`src/rtl/pcie_lane_pkg.sv`:
```
// +----------------------------------------------------------------------------+
// | pcie_lane_pkg                                                              |
// | Shared lane-group state encoding and idle-pattern constants.               |
// | Rev 1.0                                                                    |
// +----------------------------------------------------------------------------+
`default_nettype none

package pcie_lane_pkg;

    typedef enum logic [1:0] {
        LANE_OFF    = 2'd0,
        LANE_SETTLE = 2'd1,
        LANE_ON     = 2'd2,
        LANE_DRAIN  = 2'd3
    } lane_state_e;

    localparam logic IDLE_P = 1'b0;
    localparam logic IDLE_N = 1'b1;

    localparam int CNT_W = 8;

endpackage

`default_nettype wire

```
`src/rtl/pcie_lane_group_fsm.sv`:
```
// +----------------------------------------------------------------------------+
// | pcie_lane_group_fsm                                                        |
// | Enable sequencer for one lane group: settle on enable, drain on disable.   |
// | Rev 1.0                                                                    |
// +----------------------------------------------------------------------------+
`default_nettype none

module pcie_lane_group_fsm #(
    parameter int SETTLE_CYCLES = 16,
    parameter int PIPE          = 1
) (
    input  logic clk,
    input  logic rst,
    input  logic i_en,
    output logic o_pass,
    output logic o_busy
);
    import pcie_lane_pkg::*;

    localparam logic [CNT_W-1:0] c_settle = CNT_W'(SETTLE_CYCLES);
    localparam logic [CNT_W-1:0] c_drain  = CNT_W'(PIPE);

    lane_state_e        r_state;
    lane_state_e        w_state_nxt;
    logic [CNT_W-1:0]   r_cnt;
    logic [CNT_W-1:0]   w_cnt_nxt;

    always_ff @(posedge clk) begin
        if (rst) begin
            r_state <= LANE_OFF;
            r_cnt   <= '0;
        end else begin
            r_state <= w_state_nxt;
            r_cnt   <= w_cnt_nxt;
        end
    end

    always_comb begin
        w_state_nxt = r_state;
        w_cnt_nxt   = r_cnt;
        case (r_state)
            LANE_OFF: begin
                if (i_en) begin
                    w_state_nxt = LANE_SETTLE;
                    w_cnt_nxt   = 8'd1;
                end
            end
            LANE_SETTLE: begin
                // Dropping enable mid-settle discards all accumulated credit.
                if (!i_en) begin
                    w_state_nxt = LANE_OFF;
                    w_cnt_nxt   = '0;
                end else if (r_cnt == c_settle) begin
                    w_state_nxt = LANE_ON;
                    w_cnt_nxt   = '0;
                end else begin
                    w_cnt_nxt   = r_cnt + 8'd1;
                end
            end
            LANE_ON: begin
                if (!i_en) begin
                    w_state_nxt = LANE_DRAIN;
                    w_cnt_nxt   = '0;
                end
            end
            LANE_DRAIN: begin
                // Enable is deliberately ignored until the pipeline has flushed.
                if (r_cnt == c_drain) begin
                    w_state_nxt = LANE_OFF;
                    w_cnt_nxt   = '0;
                end else begin
                    w_cnt_nxt   = r_cnt + 8'd1;
                end
            end
            default: begin
                w_state_nxt = LANE_OFF;
                w_cnt_nxt   = '0;
            end
        endcase
    end

    assign o_pass = (r_state == LANE_ON) || (r_state == LANE_DRAIN);
    assign o_busy = (r_state == LANE_SETTLE) || (r_state == LANE_DRAIN);

endmodule

`default_nettype wire

```
`src/rtl/pcie_lane_gate.sv`:
```
// +----------------------------------------------------------------------------+
// | pcie_lane_gate                                                             |
// | Grouped PCIe lane gate: pipelined pass-through, idle forcing per group.    |
// | Rev 1.0                                                                    |
// +----------------------------------------------------------------------------+
`default_nettype none

module pcie_lane_gate #(
    parameter int LANES         = 8,
    parameter int GROUPS        = 4,
    parameter int SETTLE_CYCLES = 16,
    parameter int PIPE          = 1
) (
    input  logic                         CLK,
    input  logic                         RST,
    input  logic [LANES-1:0]             rxp_in,
    input  logic [LANES-1:0]             rxn_in,
    input  logic [LANES-1:0]             txp_in,
    input  logic [LANES-1:0]             txn_in,
    input  logic [GROUPS-1:0]            en,
    output logic [LANES-1:0]             rxp_out,
    output logic [LANES-1:0]             rxn_out,
    output logic [LANES-1:0]             txp_out,
    output logic [LANES-1:0]             txn_out,
    output logic [GROUPS-1:0]            group_active,
    output logic [$clog2(LANES+1)-1:0]   active_lanes,
    output logic                         busy
);
    import pcie_lane_pkg::*;

    localparam int GL = LANES / GROUPS;
    localparam int AW = $clog2(LANES + 1);
    localparam int BW = 4 * LANES;

    localparam logic [AW-1:0] c_gl   = AW'(GL);
    localparam logic [BW-1:0] c_idle = {{LANES{IDLE_N}}, {LANES{IDLE_P}},
                                        {LANES{IDLE_N}}, {LANES{IDLE_P}}};

    if (((LANES % GROUPS) != 0) || (PIPE < 0) || (PIPE > 3)) begin : g_bad_params
        $error("pcie_lane_gate: LANES must divide by GROUPS and PIPE must be 0..3");
    end

    logic [BW-1:0]      w_bus_in;
    logic [BW-1:0]      w_pipe_out;
    logic [BW-1:0]      w_mask;
    logic [BW-1:0]      w_bus_out;
    logic [LANES-1:0]   w_lane_pass;
    logic [GROUPS-1:0]  w_busy;
    logic [AW-1:0]      w_active_sum;
    logic [AW-1:0]      r_active_lanes;

    // All four buses share one pipeline so they stay cycle-aligned.
    assign w_bus_in = {txn_in, txp_in, rxn_in, rxp_in};

    if (PIPE == 0) begin : g_pipe_none
        assign w_pipe_out = w_bus_in;
    end else begin : g_pipe
        logic [BW-1:0] r_pipe [PIPE];

        always_ff @(posedge CLK) begin
            if (RST) begin
                for (int s = 0; s < PIPE; s++) begin
                    r_pipe[s] <= c_idle;
                end
            end else begin
                r_pipe[0] <= w_bus_in;
                for (int s = 1; s < PIPE; s++) begin
                    r_pipe[s] <= r_pipe[s-1];
                end
            end
        end

        assign w_pipe_out = r_pipe[PIPE-1];
    end

    for (genvar g = 0; g < GROUPS; g++) begin : g_group
        pcie_lane_group_fsm #(
            .SETTLE_CYCLES (SETTLE_CYCLES),
            .PIPE          (PIPE)
        ) u_fsm (
            .clk    (CLK),
            .rst    (RST),
            .i_en   (en[g]),
            .o_pass (group_active[g]),
            .o_busy (w_busy[g])
        );
    end

    for (genvar l = 0; l < LANES; l++) begin : g_lane
        assign w_lane_pass[l] = group_active[l / GL];
    end

    assign w_mask    = {4{w_lane_pass}};
    assign w_bus_out = (w_pipe_out & w_mask) | (c_idle & ~w_mask);

    assign rxp_out = w_bus_out[0*LANES +: LANES];
    assign rxn_out = w_bus_out[1*LANES +: LANES];
    assign txp_out = w_bus_out[2*LANES +: LANES];
    assign txn_out = w_bus_out[3*LANES +: LANES];

    always_comb begin
        w_active_sum = '0;
        for (int g = 0; g < GROUPS; g++) begin
            if (group_active[g]) begin
                w_active_sum = w_active_sum + c_gl;
            end
        end
    end

    always_ff @(posedge CLK) begin
        if (RST) begin
            r_active_lanes <= '0;
        end else begin
            r_active_lanes <= w_active_sum;
        end
    end

    assign active_lanes = r_active_lanes;
    assign busy         = |w_busy;

endmodule

`default_nettype wire

```
`config.mk`:
```
export PLATFORM = sky130hd
export DESIGN_NAME = pcie_lane_gate
export DESIGN_NICKNAME = d
export VERILOG_FILES = /design/src/rtl/pcie_lane_pkg.sv /design/src/rtl/pcie_lane_group_fsm.sv /design/src/rtl/pcie_lane_gate.sv
export SDC_FILE = /design/constraint.sdc
export NUM_CORES = 1
export LEC_CHECK = 0
export ABC_AREA = 1
export CAP_MARGIN = 5
export CORE_MARGIN = 2
export CORE_UTILIZATION = 35
export DETAILED_ROUTE_END_ITERATION = 10
export SETUP_SLACK_MARGIN = 0.3
export SYNTH_ARGS = -nofsm -noshare
export SYNTH_HDL_FRONTEND = slang
export SYNTH_SLANG_ARGS = --single-unit
```
`constraint.sdc`:
```
create_clock -name CLK -period 3.4 [get_ports CLK]
set_clock_uncertainty 0.15 [all_clocks]
set_input_delay 0.68 -clock CLK [delete_from_list [all_inputs] [get_ports CLK]]
set_output_delay 0.68 -clock CLK [all_outputs]
set_load 0.01 [all_outputs]
```
==> impl_metrics.csv <==
group,metric,value,unit
drt,drc_errors,0,
synth,yosys.cell_types.count,36,
final_layout,areaGrowthSynthToFinish,29.59,%
placed_design,portBuffers,77,
placed_design,dp_hpwl,5799,µm
synth,async_flop_share,0,
synth,synth-seq-area-share,0.4035,
sta,max_clock_freq,356.9,MHz
final_layout,layout-drive-gt1-share,0.1448,
synth,synth_edf_count,0,
die,io_pins,79,
sta,final-max-slew-violation-count,0,
worst_setup_path,end_kind,"primary output",
pwr,p_per_area,455.1,mW/mm²
min_path,worst_hold_path_type,"reg2reg",
die,die_w,107.1,µm
die,initial_utilization,0.3604,
placed_design,dp_slack,947.7,ps
die,dieHeight,107.1,µm
synth,ys_ff_latch,75,
clock_tree,ctsResizeCount,0,
drt,routedWlPerCell,11.19,µm
worst_setup_path,cp_max_fo,14,
sta,rsz0062_at_grt,"false",
clock_tree,cts_buffers,9,
pwr,power_leakage,2.115,nW
synth,synth_top_area_share,0.4035,
pwr,sw_frac_of_total,0.2402,
drt,drt_iter0_drc,133,
grt,grt.total_usage,0.1470,
final_layout,utilization,0.4671,
grt,grt-ovfl-total,0,
clock_tree,cts.reportedPaths.clkPinSlew,80,ps
placed_design,place_congestion,0.8368,
synth,netlist_instances,506,
drt,vias_per_cell,4.487,
final_layout,final_cell_area,0.004822,mm²
drt,vias,3213,
placed_design,postPlaceCellArea,0.004547,mm²
sta,period_share,0.8241,
clock_tree,cts_hold_buf,0,
drt,drtAntennaViolNets,0,
pwr,comb_power_share,0.142,
flow_run,maxCapViolations,0,
clock_tree,clockRootBuffer,"clkbuf_8",
sta,period_minus_slack,2802,ps
synth,synth_area_leaders,"dfxtp_1 40%, nand2_1 8.5%, inv_1 8.0%, nand3_1 5.6%, or2_2 5.4%",
sta,tightestPinTransition,622.1,ps
clock_tree,cts_buffer_depth,2,
synth,syn_area,0.003721,mm²
synth,syn_area_per_cell,7.354,µm²
status,outcome,"finished clean",
worst_setup_path,cp.arrival,1970,ps
grt,grt_max_degree,57,
grt,grt_pass1_wl,13630,µm
pwr,power.switching,0.5273,mW
drt,dr.pass1.iters,4,
synth,syn_nets,559,
sta,fin_tns_setup,0,ps
synth,synthFlopType,"dfxtp_1",
grt,antenna_found_initial,0,
worst_setup_path,cp-start-kind,"flip-flop",
sta,setup_viol,0,
clock_tree,cts_tree,"yes",
die,die_area,0.01147,mm²
clock_tree,clkLatencyLatePin,340,ps
final_layout,n_antenna_cell,0,
grt,grt_pass1_vias,3110,
sta,relSlewSlack,0.5848,
worst_setup_path,critical_path_required,2570,ps
clock_tree,htree_levels,3,
pwr,power.internal,1.667,mW
worst_setup_path,critical_path_class,"reg2out",
sta,finalHoldViolations,0,
synth,yosys.area.top_type,"dfxtp_1",
pwr,p_clk_frac,0.420,
pwr,p_seq_frac,0.438,
final_layout,final_nets,628,
synth,yosysWarnings,0,
sta,fin_ws,598.1,ps
pwr,ir_worst_vdd,220.9,µV
clock_tree,postCtsSetupRepairBufs,0,
die,core-area,0.01032,mm²
die,num_rows,37,
clock_tree,numClockSinks,75,
drt,wl,8012,µm
-- through the flow --
step / instances / total power, mW / hold WS, ps
4_1_cts: 716 / 2.234 / 334.9
5_1_grt: 716 / 2.311 / 356.5
3_3_place_gp: 700 / 1.290 / 321.4
3_5_place_dp: 700 / 1.294 / 322.5
2_1_floorplan: 506 / 1.176 / 306.7
6_report: 716 / 2.195 / 333.6
-- layer usage --
metal  up-vias  track usage  part of all wire
met5         -            0                 0
met4         0      0.04545            0.0069
met3         4      0.04924             0.065
met2        72       0.2536              0.48
met1      1424       0.1715              0.45
li1       1713            -                 -
-- final cells by class --
cell class,instances,area [µm²]
clock buffer,12,155.1
clock inverter,4,120.1
fill,1030,5502
inverter,89,340.3
multi-input combinational,322,1762
sequential,75,1501
tap,136,170.2
timing repair buffer,78,773.2
-- state kept, by name, summed over array words and instances (netlist names), named ones only --
register and cells:
g_group.u_fsm.r_state 4, active_lanes 3, g_pipe.r_pipe 32, g_group.u_fsm.r_cnt 32
-- power by group through the flow --
stage	Clock (mW)	Sequential, mW	Combinational (mW)
2_1_floorplan	0	0.963	0.213
3_3_place_gp	0	0.979	0.311
3_5_place_dp	0	0.981	0.313
4_1_cts	0.957	0.961	0.316
5_1_grt	0.991	0.968	0.352
6_report	0.922	0.960	0.312
-- Yosys cell counts (all sizes together) (2+ instances only) --
| master | n |
|---|---|
| a21o | 2 |
| a21oi | 37 |
| buf | 10 |
| clkbuf | 10 |
| dfxtp | 75 |
| ha | 15 |
| inv | 88 |
| nand2 | 89 |
| nand3 | 43 |
| nand4 | 10 |
| nor2 | 47 |
| nor3 | 7 |
| o21ai | 24 |
| o21bai | 6 |
| or2 | 33 |
| xor2 | 6 |
-- cells in the final DEF (no fill, tap or decap), types with 2 or more instances in the layout --
master,netlist,layout
nand3_1,42,42
nand2_2,5,5
xor2_1,5,5
clkdlybuf4s50_1,0,76
a21o_1,2,2
nand2_1,84,84
o21ai_0,8,8
nor3_1,6,6
ha_1,15,15
o21ai_2,6,6
or2_2,32,32
a21oi_1,35,35
bufinv_16,0,4
nor2_2,4,4
inv_2,7,7
nor2_1,42,42
a21oi_2,2,2
o21ai_1,9,9
nand4_1,10,10
inv_1,79,79
o21bai_2,2,2
inv_4,2,2
o21bai_1,4,4
clkbuf_8,0,11
dfxtp_1,75,75
-- logic make-up after synthesis --
logic type,Yosys count,share of synthesized area
flip-flops,75,0.4035
adder cells (fa/ha/maj),15,0.05044
XOR/XNOR,7,0.01849
buffers and inverters,109,0.1231
AO/OA/AOI/OAI,70,0.1133
other,1,0.001008
AND/OR/NAND/NOR,229,0.2902
-- worst paths after layout --
path | cells past startpoint | start | slack, ps | endpoint
worst min-delay path | 2 | g_group[1].u_fsm.r_cnt[5] | 330 | g_group[1].u_fsm.r_cnt[5]
worst max register to register | 10 | flip-flop | 1480 | active_lanes[3]
worst max-delay path | 3 | flip-flop | 600 | rxn_out[4]
worst min register to register | 2 | g_group[1].u_fsm.r_cnt[5] | 330 | g_group[1].u_fsm.r_cnt[5]
-- worst max-delay path, cell delays in order, from the launching register on --
cell             delay (ps)
dfxtp_1                 720
inv_2                   130
or2_2                   300
clkdlybuf4s50_1         480
Power figures use the tool's default switching activity.
